$ cat src/rtl/song_sequencer.sv
// song_sequencer: walks an external synchronous note ROM through a table of songs,
// one address step per tempo tick, with play/pause, loop or one-shot, and song restart.

module song_sequencer_chk #(
  parameter int N_SONGS = 4
) (
  input logic               clk,
  input logic               rst,
  input logic [N_SONGS-1:0] cfg_bad
);

  cfg_ok: assert property (@(posedge clk) disable iff (rst) cfg_bad == {N_SONGS{1'b0}})
    else $error("song_sequencer: song table entry with START > END, mask %b", cfg_bad);

endmodule

module song_sequencer #(
  parameter int ADDR_W  = 10,
  parameter int NOTE_W  = 5,
  parameter int N_SONGS = 4,
  parameter int SEL_W   = 2,
  parameter logic [N_SONGS*ADDR_W-1:0] START_TAB = {10'd688, 10'd464, 10'd328, 10'd0},
  parameter logic [N_SONGS*ADDR_W-1:0] END_TAB   = {10'd808, 10'd680, 10'd456, 10'd320}
) (
  input  logic              inclock,
  input  logic              rst,
  input  logic              tick,
  input  logic [SEL_W-1:0]  sel,
  input  logic              play,
  input  logic              loop_en,
  output logic [ADDR_W-1:0] rom_addr,
  input  logic [NOTE_W-1:0] rom_q,
  output logic [NOTE_W-1:0] note,
  output logic              note_valid,
  output logic              busy,
  output logic              song_done
);

  typedef enum logic [1:0] {
    S_IDLE  = 2'd0,
    S_PLAY  = 2'd1,
    S_PAUSE = 2'd2,
    S_DONE  = 2'd3
  } state_e;

  localparam int N_SLOTS = 2 ** SEL_W;
  localparam logic [ADDR_W-1:0] ADDR_ONE = {{(ADDR_W-1){1'b0}}, 1'b1};

  logic [ADDR_W-1:0] start_tab_s [N_SLOTS];
  logic [ADDR_W-1:0] end_tab_s   [N_SLOTS];
  logic [N_SONGS-1:0] cfg_bad_s;

  state_e            state_q, state_d;
  logic [ADDR_W-1:0] addr_q, addr_d;
  logic [SEL_W-1:0]  sel_q;
  logic              load_q, load_d;
  logic              rd_q, rd_d;
  logic [NOTE_W-1:0] note_q, note_d;
  logic              note_valid_q, note_valid_d;
  logic              done_q, done_d;
  logic              busy_q, busy_d;
  logic              sel_change_s;

  // Unused select codes alias song 0, so the tables can be indexed by sel directly.
  for (genvar k = 0; k < N_SLOTS; k++) begin : g_tab
    if (k < N_SONGS) begin : g_song
      assign start_tab_s[k] = START_TAB[k*ADDR_W +: ADDR_W];
      assign end_tab_s[k]   = END_TAB[k*ADDR_W +: ADDR_W];
      assign cfg_bad_s[k]   = (START_TAB[k*ADDR_W +: ADDR_W] > END_TAB[k*ADDR_W +: ADDR_W]);
    end else begin : g_alias
      assign start_tab_s[k] = START_TAB[ADDR_W-1:0];
      assign end_tab_s[k]   = END_TAB[ADDR_W-1:0];
    end
  end

  song_sequencer_chk #(.N_SONGS(N_SONGS)) u_chk (
    .clk     (inclock),
    .rst     (rst),
    .cfg_bad (cfg_bad_s)
  );

  assign sel_change_s = (sel != sel_q);

  // Next state and next address; a song change outranks pause, tick and end-of-song.
  always_comb begin
    state_d = state_q;
    addr_d  = addr_q;
    load_d  = 1'b0;
    done_d  = 1'b0;
    case (state_q)
      S_IDLE: begin
        if (play) begin
          state_d = S_PLAY;
          addr_d  = start_tab_s[sel];
          load_d  = 1'b1;
        end else begin
          state_d = S_IDLE;
        end
      end
      S_PLAY: begin
        if (sel_change_s) begin
          addr_d = start_tab_s[sel];
          if (play) begin
            load_d = 1'b1;
          end else begin
            state_d = S_PAUSE;
          end
        end else if (!play) begin
          state_d = S_PAUSE;
        end else if (tick) begin
          if (addr_q < end_tab_s[sel]) begin
            addr_d = addr_q + ADDR_ONE;
            load_d = 1'b1;
          end else if (loop_en) begin
            addr_d = start_tab_s[sel];
            load_d = 1'b1;
          end else begin
            state_d = S_DONE;
            done_d  = 1'b1;
          end
        end else begin
          state_d = S_PLAY;
        end
      end
      S_PAUSE: begin
        if (sel_change_s) begin
          addr_d = start_tab_s[sel];
        end else begin
          addr_d = addr_q;
        end
        if (play) begin
          state_d = S_PLAY;
          load_d  = 1'b1;
        end else begin
          state_d = S_PAUSE;
        end
      end
      S_DONE: begin
        if (sel_change_s && play) begin
          state_d = S_PLAY;
          addr_d  = start_tab_s[sel];
          load_d  = 1'b1;
        end else if (sel_change_s || !play) begin
          state_d = S_IDLE;
        end else begin
          state_d = S_DONE;
        end
      end
      default: begin
        state_d = S_IDLE;
        addr_d  = start_tab_s[sel];
      end
    endcase
  end

  // Note capture: rom_q is live one cycle after the address register loads.
  always_comb begin
    rd_d         = 1'b0;
    note_d       = note_q;
    note_valid_d = note_valid_q;
    busy_d       = (state_d == S_PLAY) || (state_d == S_PAUSE);
    if (state_d == S_PLAY) begin
      rd_d = load_q;
      if (rd_q) begin
        note_d       = rom_q;
        note_valid_d = 1'b1;
      end else begin
        note_d       = note_q;
        note_valid_d = note_valid_q;
      end
    end else begin
      note_d       = {NOTE_W{1'b0}};
      note_valid_d = 1'b0;
    end
  end

  // State, address and output registers with synchronous reset.
  always_ff @(posedge inclock) begin
    if (rst) begin
      state_q      <= S_IDLE;
      addr_q       <= start_tab_s[sel];
      sel_q        <= sel;
      load_q       <= 1'b0;
      rd_q         <= 1'b0;
      note_q       <= {NOTE_W{1'b0}};
      note_valid_q <= 1'b0;
      done_q       <= 1'b0;
      busy_q       <= 1'b0;
    end else begin
      state_q      <= state_d;
      addr_q       <= addr_d;
      sel_q        <= sel;
      load_q       <= load_d;
      rd_q         <= rd_d;
      note_q       <= note_d;
      note_valid_q <= note_valid_d;
      done_q       <= done_d;
      busy_q       <= busy_d;
    end
  end

  assign rom_addr   = addr_q;
  assign note       = note_q;
  assign note_valid = note_valid_q;
  assign busy       = busy_q;
  assign song_done  = done_q;

endmodule

$ cat config.mk
export PLATFORM = sky130hd
export DESIGN_NAME = song_sequencer
export DESIGN_NICKNAME = d
export VERILOG_FILES = /design/src/rtl/song_sequencer.sv
export SDC_FILE = /design/constraint.sdc
export NUM_CORES = 1
export LEC_CHECK = 0
export CAP_MARGIN = 40
export CORE_ASPECT_RATIO = 0.6
export CORE_UTILIZATION = 45
export CTS_BUF_LIST = sky130_fd_sc_hd__clkbuf_8
export DETAILED_ROUTE_END_ITERATION = 16
export PLACE_DENSITY_LB_ADDON = 0.12
export SLEW_MARGIN = 20
export SYNTH_ARGS = -nofsm -noshare
export SYNTH_HDL_FRONTEND = slang
export SYNTH_SLANG_ARGS = --single-unit
$ cat constraint.sdc
create_clock -name inclock -period 4.83 [get_ports inclock]
set_input_delay 0.7245 -clock inclock [delete_from_list [all_inputs] [get_ports inclock]]
set_output_delay 0.7245 -clock inclock [all_outputs]
set_load 0.02 [all_outputs]
* Word level (Yosys, flattened, before mapping) *
Index checks and enable logic that the tools add are counted.

word-level totals
  word-level logic and storage cells = 74
  flip-flop bits (word level) = 24

operators by class
  multiplexer cells = 36
  order comparisons = 2
  add/sub/neg operators = 1
  equal/unequal tests = 12
  bitwise gates (word level) = 5
  reductions and logical operators = 9

operator list
  operator                                                          count
  10-bit 2-to-1 mux                                                 13
  10-bit binary-select mux with 2-bit select                        2
  10-bit one-hot mux with 4 select lines                            1
  2-bit 2-to-1 mux                                                  9
  10-bit by 1-bit adder with 10-bit output (second input constant)  1
  10-bit < comparator                                               1
  1-bit 2-to-1 mux                                                  9
  3-bit != test (second input constant)                             3
  4-bit != test (second input constant)                             2
  2-bit one-hot mux with 4 select lines                             1
  2-bit == test (second input constant)                             3
  6-bit AND reduction                                               1
  6-bit OR reduction                                                1
  5-bit != test (second input constant)                             1
  2-bit by 1-bit == test with 1-bit output (second input constant)  2
  1-bit inverter                                                    4
  2-bit OR reduction                                                2
  3-bit >= comparator (second input constant)                       1
  2-bit inverter with 3-bit output                                  1
  1-bit one-hot mux with 3 select lines                             1
  2-bit logical NOT                                                 1
  1-bit logical OR                                                  2
  2-bit != test                                                     1
  1-bit logical AND                                                 1
  1-bit logical NOT                                                 1

* Logic depth before layout (Yosys ltp) *
Gate-level depths: netlist of the first run.

  depth in word-level cells = 13
  gate-level depth with buffers = 11
  gate-level depth less buffers = 11

* Worst setup path after synthesis of the first run *
OpenSTA, ideal clock, no wires.

  path kind = input -> register
  start point = input sel[1]
  end point = register addr_q[3] (netlist: rom_addr[3]), data pin
  path slack = 2.161 ns
  data arrival time = 2.408 ns
  library setup time = 0.260 ns
  stages = 9
  cells stage by stage = inv_1 ha_1 inv_1 ha_1 a21oi_1 o21ai_0 nor4b_2 buf_6 mux2_4

on the way
  word-level cells in the longest chain between the ends = 11
  elaborated cells on any way between the ends = 19
  classes of those cells = order compare: 1; eq/ne: 1; mux: 16; bitwise: 1

RTL lines
  what                                                             line      text
  start, declared                                                  28        input logic [SEL_W-1:0] sel,
  2-bit inverter with 3-bit output (not written as such)           --
  10-bit binary-select mux with 2-bit select (on tied branches)    --
  10-bit 2-to-1 mux (on tied branches) (2 in series)               --
  10-bit < comparator / 10-bit 2-to-1 mux (equally long branches)  111, 114
  10-bit 2-to-1 mux                                                111       if (addr_q < end_tab_s[sel]) begin
  10-bit 2-to-1 mux                                                110       end else if (tick) begin
  10-bit 2-to-1 mux                                                108       end else if (!play) begin
  10-bit 2-to-1 mux                                                101       if (sel_change_s) begin
  10-bit one-hot mux with 4 select lines                           90        case (state_q)
  10-bit 2-to-1 mux *                                              179       if (rst) begin
  end signal, assigned                                             181       addr_q <= start_tab_s[sel];
  end signal, assigned                                             191       addr_q <= addr_d;
  end, declared                                                    54        logic [ADDR_W-1:0] addr_q, addr_d;

Mark *: on every way between the ends. The rest lies on a longest branch, timed or not. The select of a mux whose other input is x is not followed.
A chain may end at the register's enable or synchronous reset.

* Worst setup path after layout of the first run *
  start point = input sel[1]
  end point = register note_q[0] (netlist: note[0])

on the way
  word-level cells in the longest chain between the ends = 13
  elaborated cells on any way between the ends = 18
  classes of those cells = order compare: 1; eq/ne: 2; mux: 10; bitwise: 2; reduce/logical: 3

RTL lines
  what                                                    line  text
  2-bit inverter with 3-bit output (not written as such)  111
  10-bit binary-select mux with 2-bit select              111
  10-bit 2-to-1 mux (not written as such) (2 in series)   111
  10-bit < comparator                                     111
  2-bit 2-to-1 mux                                        111
  2-bit 2-to-1 mux                                        110
  2-bit 2-to-1 mux                                        108
  2-bit 2-to-1 mux                                        101
  2-bit one-hot mux with 4 select lines *                 90
  2-bit by 1-bit == test with 1-bit output *              162   if (state_d == S_PLAY) begin
  1-bit inverter (no line) *                              --
  2-bit OR reduction (no line) *                          --
  end signal, assigned                                    185   note_q <= {NOTE_W{1'b0}};
  end signal, assigned                                    195   note_q <= note_d;
  end, declared                                           58    logic [NOTE_W-1:0] note_q, note_d;

Marks and branches as above.

==> flow_metrics.py, run 1 <==
metrics = {
    "outcome": {
        "status": "finished clean",
    },
    "die": {
        "die_height_um": 43.5,
        "die_area_um2": 3090,
        "initial_core_util_pct": 49.4,
        "rows": 14,
        "die-width_um": 71.1,
        "ios": 30,
        "core_region_area_um2": 2610,
    },
    "global_route": {
        "grt_pass1_vias": 880,
        "grt-ovfl-total": 0,
        "grt_max_degree": 15,
        "antenna_found_initial": 0,
        "grtUsageTotal_pct": 18.4,
        "grt_first_pass_wirelength_mm": 4.26,
    },
    "setup_path": {
        "cp_slowest_stage_delay_ns": 0.59,
        "path_cells": "clkdlybuf4s50_1, inv_1, ha_1, inv_1, ha_1, o211ai_1, nor3_1, o2111ai_1, o21a_1, ha_1, nand2_1, nor2_1",
        "cp.required_ns": 4.99,
        "end_kind": "flop",
        "worstSetupStartpointType": "primary input",
        "path_class": "in2reg",
        "critPathSlowestCell": "clkdlybuf4s50_1",
        "crit_fanout": 6,
        "critPathTopFamily": "buffers and inverters",
        "crit_buf_inv": 3,
        "path_common_cell": "ha_1",
        "crit_arrival_ns": 3.44,
    },
    "timing": {
        "setup_ws_ns": 1.55,
        "clock_skew_ns": 0.00190,
        "final_max_slew_viol_count": 0,
        "setup_viol": 0,
        "setup_tns_ns": 0,
        "whs_ns": 0.484,
        "hold_viol_final": 0,
        "rsz0062_at_grt": "false",
        "maxSlewHeadroom_pct": 73.7,
        "fin_crit_sh_pct": 68.0,
        "fmax_ghz": 0.305,
        "fin_crit_ns": 3.28,
        "worst_pin_slew_ns": 0.391,
    },
    "pwr": {
        "seqPwrFrac_pct": 47.5,
        "internal_power_mw": 0.382,
        "power_mw": 0.509,
        "clkPwrFrac_pct": 34.5,
        "p_switching_mw": 0.127,
        "max-vdd-ir-drop_mv": 0.178,
        "p_comb_share_pct": 18.0,
        "netSwitchingFraction_pct": 25.0,
        "power_density_nw_per_um2": 303,
        "total_leakage_power_nw": 0.643,
    },
    "detailed_routing": {
        "drcViolationCount": 0,
        "routed_wirelength_mm": 2.61,
        "antenna_left": 0,
        "drtIter0Drc": 83,
        "num_vias": 960,
        "first_pass_iters": 10,
        "drt-wirelength-per-cell_um": 14.3,
        "routed_via_density": 5.27,
    },
    "cts": {
        "cts-root-buf": "clkbuf_8",
        "cts.hold.buffers_added": 0,
        "clockBufferDepth": 2,
        "worstSkewPairLatency_ns": 0.27,
        "cts_setup_buffers": 0,
        "cts_buffers": 3,
        "clock_sinks": 24,
        "clk_pin_slew_ns": 0.08,
        "htree_levels": 1,
        "cts_tree": "done",
        "cts_resized": 0,
    },
    "final_layout": {
        "layout_common_cells": "clkdlybuf4s50_1 (29), dfxtp_1 (14), nor2_1 (11), ha_1 (11), edfxtp_1 (10)",
        "antennaDiodeCount": 0,
        "stdcell_count": 182,
        "final_area_um2": 1680,
        "syn_to_final_growth_pct": 30.3,
        "drive_above_1_share_pct": 8.00,
        "final_common_cell": "clkdlybuf4s50_1",
        "num-nets-final": 174,
        "final_util_pct": 64.4,
        "nFillCells": 198,
    },
    "yosys": {
        "yosysSeqAreaShare_pct": 45.0,
        "synth_cells": 119,
        "synth.distinct_cells": 32,
        "syn_nets": 142,
        "syn-cell-area_um2": 1290,
        "avgSynthCellArea_um2": 10.8,
        "synth_warnings": 0,
        "ys_ff_latch": 24,
    },
    "job": {
        "max_cap_viol_count": 0,
    },
    "worst_hold_path": {
        "min_path_type": "reg2reg",
    },
    "place": {
        "place_hpwl_mm": 1.95,
        "place.gp.congestion": 0.818,
        "post-place-cells": 178,
        "dp_slack_ns": 1.24,
        "port_buffers": 29,
        "place_area_um2": 1610,
    },
}
power groups by stage:
stage | Clock [mW] | Sequential [mW] | Combinational, mW
after floorplan | 0 | 0.253 | 0.0412
after global placement | 0 | 0.246 | 0.0904
after detailed placement | 0 | 0.246 | 0.0912
after CTS | 0.179 | 0.242 | 0.0921
after global routing | 0.186 | 0.244 | 0.0996
final | 0.176 | 0.242 | 0.0916
sequential cells by signal (all words and copies together) (netlist names):
name,count
sel_q,2
busy,1
load_q,1
note,5
rom_addr,10
song_done,1
rd_q,1
note_valid,1
state_q,2
Yosys cell counts:
| master | n | area share [%] |
|---|---|---|
| nand3_1 | 5 | 1.9 |
| a31o_2 | 1 | 0.68 |
| o21ai_0 | 3 | 1.2 |
| nor2_2 | 1 | 0.49 |
| clkbuf_1 | 2 | 0.58 |
| xor2_1 | 7 | 4.8 |
| o2111ai_1 | 1 | 0.68 |
| nor4_2 | 1 | 0.97 |
| a31oi_1 | 1 | 0.49 |
| and3_1 | 3 | 1.5 |
| a22o_1 | 1 | 0.68 |
| o21a_1 | 1 | 0.58 |
| nor4b_2 | 1 | 1.2 |
| o21bai_1 | 1 | 0.58 |
| mux2i_1 | 9 | 7.0 |
| mux2_4 | 3 | 3.5 |
| nor3_1 | 2 | 0.78 |
| nor2b_1 | 3 | 1.5 |
| buf_6 | 1 | 0.87 |
| xnor2_1 | 4 | 2.7 |
| and4_1 | 1 | 0.68 |
| a21oi_1 | 2 | 0.78 |
| dfxtp_1 | 14 | 22 |
| edfxtp_1 | 10 | 23 |
| inv_1 | 5 | 1.5 |
| o211ai_1 | 1 | 0.58 |
| nand2_1 | 6 | 1.7 |
| o22ai_1 | 1 | 0.49 |
| nor2_1 | 11 | 3.2 |
| ha_1 | 11 | 11 |
| nand4_1 | 3 | 1.5 |
| and2_1 | 3 | 1.5 |
logic make-up (layout without fill, tap and decap cells):
logic type / after synthesis / count (layout) / synth area share, %
buf+inv: 8 / 39 / 2.91
flops: 24 / 24 / 45.0
compound gates: 13 / 13 / 6.69
mux: 12 / 12 / 10.5
simple gates: 40 / 40 / 16.8
fa+ha+maj: 11 / 11 / 10.7
xor+xnor: 11 / 11 / 7.47
final timing paths:
check	startpoint	to	slack [ns]	cells after the start
worst max-delay path	sel[1]	note[0]$_SDFFE_PP0P_	1.55	12
worst min-delay path	load_q$_SDFF_PP0_	rd_q$_SDFF_PP0_	0.48	1
worst max register to register	rom_addr[6]$_DFFE_PP_	note[0]$_SDFFE_PP0P_	2.61	8
worst min register to register	load_q$_SDFF_PP0_	rd_q$_SDFF_PP0_	0.48	1
layer usage:
layer,track usage [%],up-vias,part of all wire (%)
met1,28.4,446,51
li1,-,485,-
met2,25.4,29,41
met5,0,-,0
met4,1.20,0,0
met3,6.51,0,7.9
area by class of cell:
| type | count | area [um2] | area share [%] |
|---|---|---|---|
| Tap cell | 32 | 40.0 | 2.38 |
| Sequential cell | 24 | 581 | 34.5 |
| Clock buffer | 3 | 41.3 | 2.46 |
| Multi-Input combinational cell | 87 | 672 | 40.0 |
| Inverter | 5 | 18.8 | 1.12 |
| Clock inverter | 1 | 30.0 | 1.79 |
| Timing Repair Buffer | 30 | 298 | 17.7 |
worst register-to-register path: stages (launching register included):
cell and delay [ns]:
edfxtp_1 0.51, ha_1 0.33, o211ai_1 0.08, nor3_1 0.33, o2111ai_1 0.23, o21a_1 0.21, ha_1 0.20, nand2_1 0.16
nor2_1 0.07
(Power assumes the default switching activity.)
==> run 2, diff against run 1 <==
==> constraint.sdc (replaced) <==
create_clock -name inclock -period 3 [get_ports inclock]
set_input_delay 0.45 -clock inclock [delete_from_list [all_inputs] [get_ports inclock]]
set_output_delay 0.45 -clock inclock [all_outputs]
set_load 0.02 [all_outputs]
==> flow_metrics.py, run 2 (synthesis gave the netlist of run 1 again) <==
metrics = {
    "final_layout": {
        "largest_reg_flops": 10,
        "final_common_cell": "clkdlybuf4s50_1",
        "antennaDiodeCount": 0,
        "num-nets-final": 180,
        "ff_latch_area_um2": 581,
        "nFillCells": 200,
        "final_area_um2": 1710,
        "multiInputGateArea_um2": 672,
        "drive_above_1_share_pct": 11.5,
        "syn_to_final_growth_pct": 32.5,
        "stdcell_count": 188,
        "layout_common_cells": "clkdlybuf4s50_1 (29), dfxtp_1 (14), nor2_1 (11), ha_1 (11), edfxtp_1 (10)",
    },
    "die": {
        "die_height_um": 43.5,
        "ios": 30,
        "initial_core_util_pct": 49.4,
        "rows": 14,
        "die-width_um": 71.1,
        "die_area_um2": 3090,
        "core_region_area_um2": 2610,
    },
    "setup_path": {
        "crit_arrival_ns": 2.92,
        "path_common_cell": "ha_1",
        "crit_fanout": 6,
        "cp_slowest_stage_delay_ns": 0.49,
        "path_cells": "clkdlybuf4s50_1, inv_1, ha_1, inv_1, ha_1, o211ai_1, nor3_1, o2111ai_1, o21a_1, ha_1, nand2_1, nor2_1",
        "cp.required_ns": 3.17,
        "path_class": "in2reg",
        "critPathSlowestCell": "clkdlybuf4s50_1",
        "end_kind": "flop",
        "worstSetupStartpointType": "primary input",
    },
    "timing": {
        "worst_pin_slew_ns": 0.364,
        "final_max_slew_viol_count": 0,
        "fin_crit_sh_pct": 91.8,
        "rsz0062_at_grt": "false",
        "clock_skew_ns": 0.00275,
        "whs_ns": 0.479,
        "fin_crit_ns": 2.75,
        "fmax_ghz": 0.363,
        "setup_viol": 0,
        "hold_viol_final": 0,
        "maxSlewHeadroom_pct": 75.5,
    },
    "detailed_routing": {
        "antenna_left": 0,
        "drcViolationCount": 0,
        "drtIter0Drc": 77,
        "num_vias": 973,
        "drt-wirelength-per-cell_um": 14.4,
        "first_pass_iters": 10,
        "routed_wirelength_mm": 2.72,
        "routed_via_density": 5.18,
    },
    "cts": {
        "cts.hold.buffers_added": 0,
        "clk_pin_slew_ns": 0.08,
        "cts_tree": "done",
        "cts_setup_buffers": 0,
        "worstSkewPairLatency_ns": 0.27,
        "clockBufferDepth": 2,
        "cts_resized": 0,
        "cts_buffers": 3,
        "clock_sinks": 24,
        "cts-root-buf": "clkbuf_8",
        "htree_levels": 1,
    },
    "pwr": {
        "power_mw": 0.767,
        "max-vdd-ir-drop_mv": 0.290,
        "total_leakage_power_nw": 0.665,
        "power_density_nw_per_um2": 449,
    },
    "place": {
        "port_buffers": 29,
        "place_area_um2": 1650,
        "place_hpwl_mm": 2.04,
        "place.gp.congestion": 0.873,
        "post-place-cells": 184,
    },
    "global_route": {
        "grtUsageTotal_pct": 19.5,
        "antenna_found_initial": 0,
        "grt_max_degree": 14,
        "grt_first_pass_wirelength_mm": 4.33,
        "grt_pass1_vias": 821,
        "grt-ovfl-total": 0,
    },
    "job": {
        "max_cap_viol_count": 0,
    },
    "worst_hold_path": {
        "min_path_type": "reg2reg",
    },
    "outcome": {
        "status": "finished clean",
    },
}
## run 2: changes by cell type in the layout (fill, tap and decap cells not counted)
cell,delta
buf_4,+6
bufinv_16,-1
clkbuf_8,+1
## run 2: stage by stage
| step | worst slack [ns] | setup TNS, ns | util (%) |
|---|---|---|---|
| after global placement | 0.0471 | 0 | 63.4 |
| after detailed placement | -0.0220 | -0.195 | 63.4 |
| final | 0.247 | 0 | 65.5 |
| after floorplan | 0.606 | 0 | - |
| after CTS | 0.252 | 0 | 65.5 |
| after global routing | 0.0707 | 0 | 65.5 |
## run 2: final cells by class
| class | instances | share of cell area (%) |
|---|---|---|
| Multi-Input combinational cell | 87 | 39.3 |
| Sequential cell | 24 | 34.0 |
| Timing Repair Buffer | 36 | 20.1 |
| Clock buffer | 4 | 3.22 |
| Tap cell | 32 | 2.34 |
| Inverter | 5 | 1.10 |
## run 2: path summary, 6_finish.rpt
kind | from | cells after the start | to | slack [ns]
max | sel[0] | 12 | note[3]$_SDFFE_PP0P_ | 0.25
min | note_valid$_SDFFE_PP0P_ | 2 | note_valid$_SDFFE_PP0P_ | 0.48
max reg2reg | rom_addr[7]$_DFFE_PP_ | 8 | note[3]$_SDFFE_PP0P_ | 0.76
min reg2reg | note_valid$_SDFFE_PP0P_ | 2 | note_valid$_SDFFE_PP0P_ | 0.48
## run 2: routing by layer
metal  global-route usage [%]  part of all wire, %
met1                     33.1                   57
met2                     21.7                   36
met3                     5.81                  5.4
met4                     6.00                  1.4
met5                        0                    0
## run 2: power by group
part | leakage (nW) | switching (mW) | internal (mW) | total (mW)
sequential | 0.222 | 0.0276 | 0.363 | 0.390
combinational | 0.414 | 0.0744 | 0.0788 | 0.153
clock | 0.0288 | 0.106 | 0.117 | 0.224
total | 0.665 | 0.208 | 0.559 | 0.767
## run 2: worst max-delay path, delay by kind of cell
family                   cells  cell delay (ns)
AND/OR/NAND/NOR              3             0.56
AO/OA/AOI/OAI                3             0.53
buffers and inverters        3             0.62
adder cells (fa/ha/maj)      3             0.77
